**src/rtl/botoes_condicionador_if.sv**
```systemverilog
// Button-conditioner bus: raw pins in, one-hot vector plus status out.
// master = pin/datapath side, slave = the conditioner itself.
interface botoes_condicionador_if;
  logic [3:0] botoes_raw;
  logic [3:0] botoes;
  logic       multiplo;
  logic [1:0] db_estado;

  modport master (
    output botoes_raw,
    input  botoes,
    input  multiplo,
    input  db_estado
  );

  modport slave (
    input  botoes_raw,
    output botoes,
    output multiplo,
    output db_estado
  );
endinterface

```
**src/rtl/botoes_condicionador.sv**
```systemverilog
// Synchronise, debounce and qualify four push-buttons into a clean one-hot vector.
// Optional macro BOTOES_PRIORIDADE_EN: chords resolve to the lowest-index button instead of being rejected.
//
// state    | meaning
// OCIOSO   | no button held, botoes = 0
// UNICO    | exactly one button accepted, botoes = latched code
// MULTIPLO | chord rejected, botoes = 0 until every button is released
module botoes_condicionador #(
  parameter int DEBOUNCE_CYCLES = 100,
  parameter int CNT_W           = 7
) (
  input  logic                  i_clock,
  input  logic                  i_reset,
  botoes_condicionador_if.slave bus
);

  typedef enum logic [1:0] {
    OCIOSO   = 2'd0,
    UNICO    = 2'd1,
    MULTIPLO = 2'd2
  } estado_t;

  localparam logic [CNT_W-1:0] LP_CNT_MAX = CNT_W'(DEBOUNCE_CYCLES - 1);

  logic [3:0]       r_sync1;
  logic [3:0]       r_sync2;
  logic [3:0]       r_deb;
  logic [CNT_W-1:0] r_cnt [4];
  logic [3:0]       r_cod;
  logic [3:0]       r_botoes;
  logic             r_multiplo;
  estado_t          r_estado;

  logic             w_onehot;
  logic             w_vazio;

  assign w_vazio  = (r_deb == 4'd0);
  assign w_onehot = !w_vazio && ((r_deb & (r_deb - 4'd1)) == 4'd0);

`ifdef BOTOES_PRIORIDADE_EN
  logic [3:0] w_menor;
  assign w_menor = r_deb & (~r_deb + 4'd1);
`endif

  always_ff @(posedge i_clock) begin
    if (i_reset) begin
      r_sync1 <= 4'd0;
      r_sync2 <= 4'd0;
    end else begin
      r_sync1 <= bus.botoes_raw;
      r_sync2 <= r_sync1;
    end
  end

  // A counter only advances while the synchronised level disagrees, so any bounce restarts it.
  always_ff @(posedge i_clock) begin
    if (i_reset) begin
      r_deb <= 4'd0;
      for (int i = 0; i < 4; i++) r_cnt[i] <= '0;
    end else begin
      for (int i = 0; i < 4; i++) begin
        if (r_sync2[i] != r_deb[i]) begin
          if (r_cnt[i] == LP_CNT_MAX) begin
            r_deb[i] <= r_sync2[i];
            r_cnt[i] <= '0;
          end else begin
            r_cnt[i] <= r_cnt[i] + 1'b1;
          end
        end else begin
          r_cnt[i] <= '0;
        end
      end
    end
  end

  always_ff @(posedge i_clock) begin
    if (i_reset) begin
      r_estado   <= OCIOSO;
      r_cod      <= 4'd0;
      r_botoes   <= 4'd0;
      r_multiplo <= 1'b0;
    end else begin
      case (r_estado)
        OCIOSO: begin
          if (w_onehot) begin
            r_cod    <= r_deb;
            r_botoes <= r_deb;
            r_estado <= UNICO;
          end else if (!w_vazio) begin
`ifdef BOTOES_PRIORIDADE_EN
            r_cod    <= w_menor;
            r_botoes <= w_menor;
            r_estado <= UNICO;
`else
            r_multiplo <= 1'b1;
            r_estado   <= MULTIPLO;
`endif
          end
        end
        UNICO: begin
          if (w_vazio) begin
            r_botoes <= 4'd0;
            r_estado <= OCIOSO;
`ifdef BOTOES_PRIORIDADE_EN
          end else if ((r_deb & r_cod) == 4'd0) begin
`else
          end else if (r_deb != r_cod) begin
`endif
            // Never hand the datapath a direct one-hot to one-hot swap.
            r_botoes   <= 4'd0;
            r_multiplo <= 1'b1;
            r_estado   <= MULTIPLO;
          end
        end
        MULTIPLO: begin
          if (w_vazio) begin
            r_multiplo <= 1'b0;
            r_estado   <= OCIOSO;
          end
        end
        default: begin
          r_botoes   <= 4'd0;
          r_multiplo <= 1'b0;
          r_estado   <= OCIOSO;
        end
      endcase
    end
  end

  assign bus.botoes    = r_botoes;
  assign bus.multiplo  = r_multiplo;
  assign bus.db_estado = r_estado;

endmodule

```
**src/flat_wrapper.sv**
```systemverilog
// flat-port wrapper written by rule: the top's interface ports become plain ports
module botoes_condicionador_flat 
#(
  parameter int DEBOUNCE_CYCLES = 100,
  parameter int CNT_W           = 7
)
  (i_clock, i_reset, bus_botoes_raw, bus_botoes, bus_multiplo, bus_db_estado);
  botoes_condicionador_if bus_i ();
  input  logic i_clock;
  input  logic i_reset;
  input wire logic [$bits(bus_i.botoes_raw)-1:0] bus_botoes_raw;
  output wire logic [$bits(bus_i.botoes)-1:0] bus_botoes;
  output wire logic [$bits(bus_i.multiplo)-1:0] bus_multiplo;
  output wire logic [$bits(bus_i.db_estado)-1:0] bus_db_estado;
  assign bus_i.botoes_raw = bus_botoes_raw;
  assign bus_botoes = bus_i.botoes;
  assign bus_multiplo = bus_i.multiplo;
  assign bus_db_estado = bus_i.db_estado;
  botoes_condicionador #(.DEBOUNCE_CYCLES(DEBOUNCE_CYCLES), .CNT_W(CNT_W)) u_core (.i_clock(i_clock), .i_reset(i_reset), .bus(bus_i));
endmodule
```
**config.mk**
```make
export PLATFORM = sky130hd
export DESIGN_NAME = botoes_condicionador_flat
export DESIGN_NICKNAME = d
export VERILOG_FILES = /design/src/rtl/botoes_condicionador_if.sv /design/src/rtl/botoes_condicionador.sv /design/src/flat_wrapper.sv
export SDC_FILE = /design/constraint.sdc
export NUM_CORES = 1
export LEC_CHECK = 0
export ABC_AREA = 0
export CAP_MARGIN = 10
export CORE_MARGIN = 5
export CORE_UTILIZATION = 54
export DETAILED_ROUTE_END_ITERATION = 16
export GPL_ROUTABILITY_DRIVEN = 0
export GPL_TIMING_DRIVEN = 0
export PLACE_DENSITY = 0.73
export REMOVE_ABC_BUFFERS = 1
export SKIP_LAST_GASP = 1
export SLEW_MARGIN = 20
export SYNTH_ARGS = -nofsm -noshare
export SYNTH_HDL_FRONTEND = slang
export SYNTH_SLANG_ARGS = --single-unit
```
**constraint.sdc**
```tcl
create_clock -name i_clock -period 2.97 [get_ports i_clock]
set_input_delay 0.594 -clock i_clock [delete_from_list [all_inputs] [get_ports i_clock]]
set_output_delay 0.594 -clock i_clock [all_outputs]
set_load 0.01 [all_outputs]
```
==> run metrics, run 1 <==
most frequent cells in the layout=nor2_1 (44), edfxtp_1 (28), conb_1 (28), dfxtp_1 (23), xnor2_1 (16); Synth Cell Area=0.00233 mm²; Die X=75.7 µm; Endpoint, Worst Hold=u_core.r_sync2[2]; fin crit share=75.7%; Slew headroom=47.0%; Port-buffer cells=12; first-pass detailed-route iteration total=4; row cnt=24; number of warnings issued by yosys=0; critical path arrival=roughly 2.5 ns; largest net degree at the start of global routing=25; Reg-to-Reg End=u_core.r_cnt[1][4]; R2R cell count=5; Max Root-Sink Buffers=2; Worst-Skew Late Latency=0.30 ns; r2r setup slk=1.16 ns; status=completed; Fillers=383; Post-synth EDFFs=28; first-pass GRT wire length=between 5000 and 6000 µm; Area Overhead vs Synth=13.4%; H-tree levels=2; # setup viols final=0; DRC Markers=0; fin cells=301; wire per inst=11.1 µm; critical path class=in2reg; max cap viols=0; nature of the critical path endpoint=flop; Synth Flop Type=edfxtp_1; I/O Pins=13; Final Hold Vio Count=0; HP Class=reg2reg; Antenna diodes=0; clk_skew=about 0.0075 ns; TritonCTS clock tree=built; Final min period=2.25 ns; Max stage delay cell, worst path=clkdlybuf4s50_1; post-synthesis sequential area ratio=around 56%; Post-Route WL=3330 µm; clock root cell=clkbuf_8; leakage power=0.991 nW; Critical Path Fanout Max=24; Worst setup SP type=input pin; post-synth cell types=34; measured slew at the worst slew-check pin=0.792 ns; Cell Pwr Density=461 mW/mm²; Cell Area, Placed=0.00256 mm²; detailed placement HPWL=about 2400 µm; Critical Path RT=3.19 ns; final setup TNS=0 ns; final instance area=0.00265 mm²; number of placed cells counting well taps=293; mean post-synth cell area=11.0 µm²; fmax=between 400 and 500 MHz; Vias=1,438; CTS clk-pin slew, worst paths=0.09 ns; Starting Density=54.7%; Die Ht=75.7 µm; Post-synth ARST share=0%; initial antenna violation count=0; commonest non-fill, non-tap cell in the layout=nor2_1; Setup Buffers After CTS=0; Core Util, Final=62.1%; grt ovf=0; max incr delay on CP=0.82 ns; clock buffer count from CTS=5; FF-to-FF Start=u_core.r_cnt[1][0]; min-delay src=u_core.r_sync1[2]; # hold bufs at CTS=0; Syn Inst Count=212; worst path cell trace=clkdlybuf4s50_1 > or2_2 > or3b_2 > o31ai_1; die area=0.00574 mm²; layout cells sized above 1=4.82%; Total Power=0.00122 W; hold depth=1; Via-to-Cell Ratio=between 4 and 5; Placeable Area=0.00426 mm²; VDD IR-drop max=approximately 0.28 mV; Max Slew Vio Count=0; CTS sink count=51; Synth Register Bits=51; RSZ-0062 raised after global routing=false; # nets final=between 200 and 300; vias in the first global route=1,306; antenna viol nets, final=0; initial DRC count=40; Total Routing Usage GR=12.5%; post-CTS sizing=0
-- worst max-delay path: cells and delay by family --
family | cells | cell delay (ns)
and+or+nand+nor | 2 | 0.98
buffers and inverters | 1 | 0.82
AOI/OAI and AO/OA | 1 | 0.07
-- sequential cells by signal, indices dropped and copies added (netlist names) --
signal and cells:
u_core.r_cnt 28, u_core.bus.botoes 4, u_core.r_sync2 4, u_core.bus.multiplo 1
u_core.r_cod 4, u_core.r_deb 4, u_core.bus.db_estado 2, u_core.r_sync1 4
-- layout make-up --
type	count	area [µm²]	area share [%]
inverters	3	11.3	0.426
well taps	52	65.1	2.46
clock buffers	6	72.6	2.74
repair buffers	12	120	4.54
flip-flops and latches	51	1300	49.2
multi-input cells	175	1060	40.2
clock inverters	2	12.5	0.473
-- how the worst max path moves through the flow --
stage | from | to | slack [ns] | depth (start not counted)
final | i_reset | u_core.bus.db_estado[1] | 0.72 | 4
after global routing | i_reset | u_core.bus.db_estado[1] | 0.62 | 4
after CTS | i_reset | u_core.bus.db_estado[1] | 0.70 | 4
after detailed placement | i_reset | u_core.bus.db_estado[1] | 0.37 | 4
after global placement | i_reset | u_core.bus.db_estado[1] | 0.37 | 4
after floorplan | u_core.r_cnt[1][0] | u_core.r_cnt[1][2] | 1.35 | 5
-- cell usage after synthesis, drive strengths merged (3+ instances only) --
library cell	instances	area (µm²)
edfxtp	28	841
ha	4	50.1
xnor2	16	140
and3	5	31.3
nand2	7	26.3
clkbuf	5	18.8
nor2b	9	56.3
mux2i	8	80.1
a22o	4	35.0
nor2	44	165
buf	5	40.0
nor4	3	25.0
xor2	13	114
dfxtp	23	460
or3	3	18.8
nand3	11	55.1
inv	3	11.3
nor4b	5	43.8
-- metrics by stage --
step           hold slack [ns]  setup WS, ns
6_report                 0.436         0.720
4_1_cts                  0.444         0.697
5_1_grt                  0.454         0.619
3_3_place_gp             0.416         0.375
3_5_place_dp             0.428         0.370
2_1_floorplan            0.414          1.35
-- cells by family (layout without fill, tap and decap cells) --
logic type	after synthesis	in the layout	synth area share (%)
other	1	28	0.161
multiplexers	8	8	3.43
AND/OR/NAND/NOR	95	95	20.9
XOR/XNOR	29	29	10.9
AO/OA/AOI/OAI	11	11	3.75
adder cells (fa/ha/maj)	4	4	2.14
buffers and inverters	13	23	3.00
flip-flops	51	51	55.8
-- metal layers --
metal / routed length (µm) / track usage [%] / vias to the layer above
met2: 1540 / 20.3 / 17
met4: 59 / 5.24 / 0
met1: 1590 / 15.2 / 649
met3: 131 / 4.35 / 6
li1: - / - / 766
met5: 0 / 0 / -
-- where the power goes --
part	switching (W)	internal, W
combinational	0.0000269	0.0000248
clock	0.000221	0.000165
sequential	0.0000173	0.000765
Note: power is estimated with default switching activity, not from simulation.
==> run 2, diff against run 1 <==
- clock period: 2.97 -> 2.3 ns (I/O delays scaled with it)
==> results of run 2 <==
Same layout as run 1 (identical final DEF). Status: completed.
Main changes from that run: setup slack after placement 0.370 ns -> -0.166 ns; setup slack after layout 0.720 ns -> 0.184 ns; register-to-register setup slack 1.16 ns -> 0.49 ns; total power 0.00122 W -> 0.00157 W; worst IR drop on VDD 0.281 mV -> 0.363 mV
==> patch 1: new RTL, flow settings as in run 1 <==
Make the reset (`i_reset`) asynchronous in 3 clocked blocks.
--- a/src/rtl/botoes_condicionador.sv
+++ b/src/rtl/botoes_condicionador.sv
@@ -44,3 +44,3 @@
 
-  always_ff @(posedge i_clock) begin
+  always_ff @(posedge i_clock or posedge i_reset) begin
     if (i_reset) begin
@@ -55,3 +55,3 @@
   // A counter only advances while the synchronised level disagrees, so any bounce restarts it.
-  always_ff @(posedge i_clock) begin
+  always_ff @(posedge i_clock or posedge i_reset) begin
     if (i_reset) begin
@@ -75,3 +75,3 @@
 
-  always_ff @(posedge i_clock) begin
+  always_ff @(posedge i_clock or posedge i_reset) begin
     if (i_reset) begin
Behaviour: same outputs for any inputs over 10 cycles, from zero or initial values and one cycle with i_reset high; that may be too few to reach the edited logic, so the function may still have changed.
==> patch 1 against run 1 <==
  * Combinational power grew 10%
  * Clock skew is essentially flat
  * Worst hold slack lost 0.078 ns
  * Sequential cell count is the same
  * Via count grew 5.5%
  * Area after synthesis shrank 2.0%
  * Routed wire length grew 18%
  * Critical path depth shrank 3
  * Total power grew 4.9%
  * Cell area shrank 2.6%
  * Worst setup slack gained 0.20 ns
  * Critical endpoint is now bus_db_estado[0]
  * Largest cell class unchanged
==> patch 1: results (changes against run 1) <==
ROUTE
--------------------------------------------------------------------------------
Via total after detailed routing                                            1517   was 1438
Iteration-0 DRC Markers                                                       84   was 40

STA
--------------------------------------------------------------------------------
Worst-case headroom to the max-slew limit                                  67.5%   was 47.0%
Post-route clock skew                                                 0.00781 ns   was 0.00752 ns

GLOBAL ROUTE
--------------------------------------------------------------------------------
All-Layer GR Usage                                                         17.0%   was 12.5%
Wire length of the first global-routing pass                             7270 µm   was 5420 µm
Pin count of the biggest net entering global routing                          30   was 25
Number of global-route vias before repair                                   1584   was 1306

LOGIC SYNTHESIS
--------------------------------------------------------------------------------
Share of synthesized flip-flops with an asynchronous set or reset           100%   was 0%
Count of different cell masters after synthesis                               35   was 34
Most frequently used flop master after synthesis                    sky130_fd_sc_hd__dfrtp_1   was sky130_fd_sc_hd__edfxtp_1
Top cells by area, synth                                            sky130_fd_sc_hd__dfrtp_1 (56%), sky130_fd_sc_hd__xor2_1 (5.7%), sky130_fd_sc_hd__nor2_1 (5.3%)   was sky130_fd_sc_hd__edfxtp_1 (36%), sky130_fd_sc_hd__dfxtp_1 (20%), sky130_fd_sc_hd__nor2_1 (7.1%)
Multiplexer share of the synthesized area                                  4.60%   was 3.43%
Most instantiated cells after synthesis                             sky130_fd_sc_hd__dfrtp_1 (51), sky130_fd_sc_hd__nor2_1 (32), sky130_fd_sc_hd__nand3_1 (17)   was sky130_fd_sc_hd__nor2_1 (44), sky130_fd_sc_hd__edfxtp_1 (28), sky130_fd_sc_hd__dfxtp_1 (23)
Portion of the post-synthesis area used by sequential elements             55.8%   about the same
Synth Area in XOR/XNOR                                                     9.58%   was 10.9%
Synthesized-area fraction occupied by ao, oa, aoi and oai cells            5.86%   was 3.75%

LAYOUT
--------------------------------------------------------------------------------
Ratio of cells with drive above 1 in the final layout                      8.56%   was 4.82%
Number of nets in the layout                                                 231   was 258

OUTCOME
--------------------------------------------------------------------------------
Outcome                                                                completed   unchanged

SETUP PATH
--------------------------------------------------------------------------------
Crit path arrival time                                                   1.46 ns   was 2.47 ns
Critical path's top delay family                                    buffers and inverters   was simple AND/OR/NAND/NOR gates
Biggest fanout along the worst timing path                                     9   was 24
Maximum cell stage delay along the critical path                         0.61 ns   was 0.82 ns

PLACED DESIGN
--------------------------------------------------------------------------------
Post-place instance area                                                2460 µm²   was 2560 µm²
Final HPWL from detailed placement                                       2750 µm   was 2420 µm

POWER AND IR DROP
--------------------------------------------------------------------------------
Maximum ir drop on the vdd rail                                         0.288 mV   was 0.281 mV
Sw Ratio                                                                   21.1%   was 21.7%
Cell leakage power                                                    0.00117 µW   was 0.000991 µW

-- patch 1: kinds of logic after synthesis --
logic type,count (synthesis)
simple gates,87
fa+ha+maj,5
xor+xnor,25
compound gates,19
mux,8
buf+inv,11
flops,51
-- patch 1: final timing paths --
path	start	endpoint	slack, ns	depth (start not counted)
max in group asynchronous	i_reset	u_core.r_cnt[17]$_DFF_PP0_	1.84	3
min reg2reg	u_core.r_sync1[2]$_DFF_PP0_	u_core.r_sync2[2]$_DFF_PP0_	0.36	0
max	u_core.bus.db_estado[0]$_DFFE_PP0P_	bus_db_estado[0]	0.92	1
max reg2reg	u_core.r_deb[2]$_DFFE_PP0P_	u_core.r_cod[1]$_DFFE_PP0P_	1.11	4
min	u_core.r_sync1[2]$_DFF_PP0_	u_core.r_sync2[2]$_DFF_PP0_	0.36	0
min in group asynchronous	i_reset	u_core.r_sync1[3]$_DFF_PP0_	0.63	2
-- patch 1: layout make-up --
type / instances / area, µm²
repair buffers: 13 / 140
well taps: 50 / 62.6
multi-input cells: 144 / 957
flip-flops and latches: 51 / 1280
clock buffers: 6 / 82.6
clock inverters: 2 / 35.0
inverters: 6 / 22.5
fillers: 318 / 1480
-- patch 1: per-stage QoR --
stage | total power, µW | cells | hold slack, ns
floorplan | 778 | 201 | 0.331
global placement | 794 | 263 | 0.332
detailed placement | 802 | 264 | 0.339
CTS | 1300 | 272 | 0.360
global route | 1340 | 272 | 0.362
finish | 1280 | 272 | 0.358
-- patch 1: layer usage --
metal  up-vias  share of wire [%]  global-route usage [%]
met5         -                  0                       0
met2        30                 50                    27.3
met4         0                1.6                    5.93
met1       747                 45                    22.1
met3         6                4.2                    4.81
li1        734                  -                       -
-- patch 1: power groups by stage --
stage               Sequential (µW)  Combinational [µW]  Clock, µW
CTS                             729                59.7        506
global placement                742                52.3          0
global route                    733                69.2        539
floorplan                       739                38.5          0
detailed placement              743                58.8          0
finish                          729                57.1        493
==> patch 2: new RTL, config.mk and constraints of run 1 <==
Without the edit above. `CNT_W` is set to 7 in 2 places; all go to 8.
--- a/src/rtl/botoes_condicionador.sv
+++ b/src/rtl/botoes_condicionador.sv
@@ -9,3 +9,3 @@
   parameter int DEBOUNCE_CYCLES = 100,
-  parameter int CNT_W           = 7
+  parameter int CNT_W           = 8
 ) (
--- a/src/flat_wrapper.sv
+++ b/src/flat_wrapper.sv
@@ -4,3 +4,3 @@
   parameter int DEBOUNCE_CYCLES = 100,
-  parameter int CNT_W           = 7
+  parameter int CNT_W           = 8
 )
Behaviour: same outputs for any inputs over 10 cycles, from zero or initial values and one cycle with i_reset high; that may be too few to reach the edited logic, so the function may still have changed.
==> patch 2 against run 1 <==
  * Total power is 13% higher
  * Sequential cell count rose by 4
  * Sequential power grew 8.6%
  * Worst setup slack improved by 0.048 ns
  * Cell area increased by 11%
  * Synthesized cell count grew 12%
  * Clock skew is 0.0024 ns lower
  * Area after synthesis rose by 12%
  * Routed wire length increased by 13%
==> patch 2: results (changes against run 1) <==
LOGIC SYNTHESIS
---------------------------------------------------------------
Number of flops mapped to enable cells by yosys              32   was 28
Most instantiated cells after synthesis            sky130_fd_sc_hd__nor2_1 (49), sky130_fd_sc_hd__edfxtp_1 (32), sky130_fd_sc_hd__dfxtp_1 (23)   was sky130_fd_sc_hd__nor2_1 (44), sky130_fd_sc_hd__edfxtp_1 (28), sky130_fd_sc_hd__dfxtp_1 (23)
Top cells by area, synth                           sky130_fd_sc_hd__edfxtp_1 (37%), sky130_fd_sc_hd__dfxtp_1 (18%), sky130_fd_sc_hd__nor2_1 (7.1%)   was sky130_fd_sc_hd__edfxtp_1 (36%), sky130_fd_sc_hd__dfxtp_1 (20%), sky130_fd_sc_hd__nor2_1 (7.1%)

OUTCOME
---------------------------------------------------------------
Outcome                                               completed   unchanged

PLACED DESIGN
---------------------------------------------------------------
Post-place instance area                               2840 µm²   was 2560 µm²
DP Worst Slack                                         0.425 ns   was 0.370 ns
Cell count after placement                                  324   was 293

LAYOUT
---------------------------------------------------------------
Filler cells                                                404   was 383
# clk buffers                                                 7   was 6
Final std cells w/o fill                                    332   was 301
Non-clk invs                                                  5   was 3
Area taken by flip-flops and latches                   1420 µm²   was 1300 µm²
Largest register FFs                                         32   was 28
#MultiIn Comb                                               198   was 175

ROUTE
---------------------------------------------------------------
Met2 layer wire length in the routed design             1670 µm   was 1540 µm
Routed length on met1                                   1900 µm   was 1590 µm
Metal3 WL                                                114 µm   was 131 µm
Detailed-route wire length per cell                     11.3 µm   was 11.1 µm

GLOBAL ROUTE
---------------------------------------------------------------
Wire length of the first global-routing pass            6620 µm   was 5420 µm
Number of global-route vias before repair                  1581   was 1306

POWER AND IR DROP
---------------------------------------------------------------
Cell leakage power                                   0.00108 µW   was 0.000991 µW

SETUP PATH
---------------------------------------------------------------
Critical path's top delay family                   buffers and inverters   was simple AND/OR/NAND/NOR gates
Maximum cell stage delay along the critical path        0.89 ns   was 0.82 ns
Worst reg2reg path endpoint                        u_core.r_cnt[1][5]$_SDFFCE_PP0P_   was u_core.r_cnt[1][4]$_SDFFCE_PP0P_
Slack of the worst reg-to-reg path                      1.10 ns   was 1.16 ns

MIN PATH
---------------------------------------------------------------
Worst min-delay path startpoint                    u_core.r_sync1[0]$_SDFF_PP0_   was u_core.r_sync1[2]$_SDFF_PP0_

==> patch 2: changes by cell type after synthesis, moves of 3 or more <==
cell,before,now
sky130_fd_sc_hd__nor4b_1,5,0
sky130_fd_sc_hd__xor2_1,13,16
sky130_fd_sc_hd__nand3_1,11,14
sky130_fd_sc_hd__nor2_1,44,49
sky130_fd_sc_hd__edfxtp_1,28,32
sky130_fd_sc_hd__clkbuf_1,5,2
sky130_fd_sc_hd__nand2_1,7,10
==> patch 2: power breakdown <==
part           internal (µW)  switching, µW  leakage, µW
registers                829           19.6     0.000517
clock network            239            233    0.0000594
logic                   25.6           29.8     0.000505
==> patch 2: metal layers <==
layer / vias up / GRT usage, %
met5: - / 0
met4: 0 / 6.36
met3: 7 / 3.61
met2: 17 / 21.0
met1: 764 / 17.0
li1: 874 / -
==> patch 2: kinds of logic (layout without fill, tap and decap cells) <==
family | Yosys count | count (layout) | share of synthesized area (%)
xor+xnor | 32 | 32 | 10.7
flops | 55 | 55 | 54.5
other cells | 1 | 32 | 0.144
compound gates | 18 | 18 | 5.51
mux | 8 | 8 | 3.07
fa+ha+maj | 4 | 4 | 1.92
simple gates | 104 | 104 | 20.5
buf+inv | 16 | 25 | 3.64
==> patch 2: worst max-delay path by stage <==
stage,startpoint,end,depth (start not counted)
detailed placement,i_reset,u_core.r_cnt[2][3]$_SDFFCE_PP0P_,3
floorplan,u_core.r_cnt[2][0]$_SDFFCE_PP0P_,u_core.r_cnt[2][2]$_SDFFCE_PP0P_,5
global route,i_reset,u_core.r_cnt[2][3]$_SDFFCE_PP0P_,3
finish,i_reset,u_core.r_cnt[2][3]$_SDFFCE_PP0P_,3
global placement,i_reset,u_core.r_cnt[2][7]$_SDFFCE_PP0P_,3
CTS,i_reset,u_core.r_cnt[2][3]$_SDFFCE_PP0P_,3
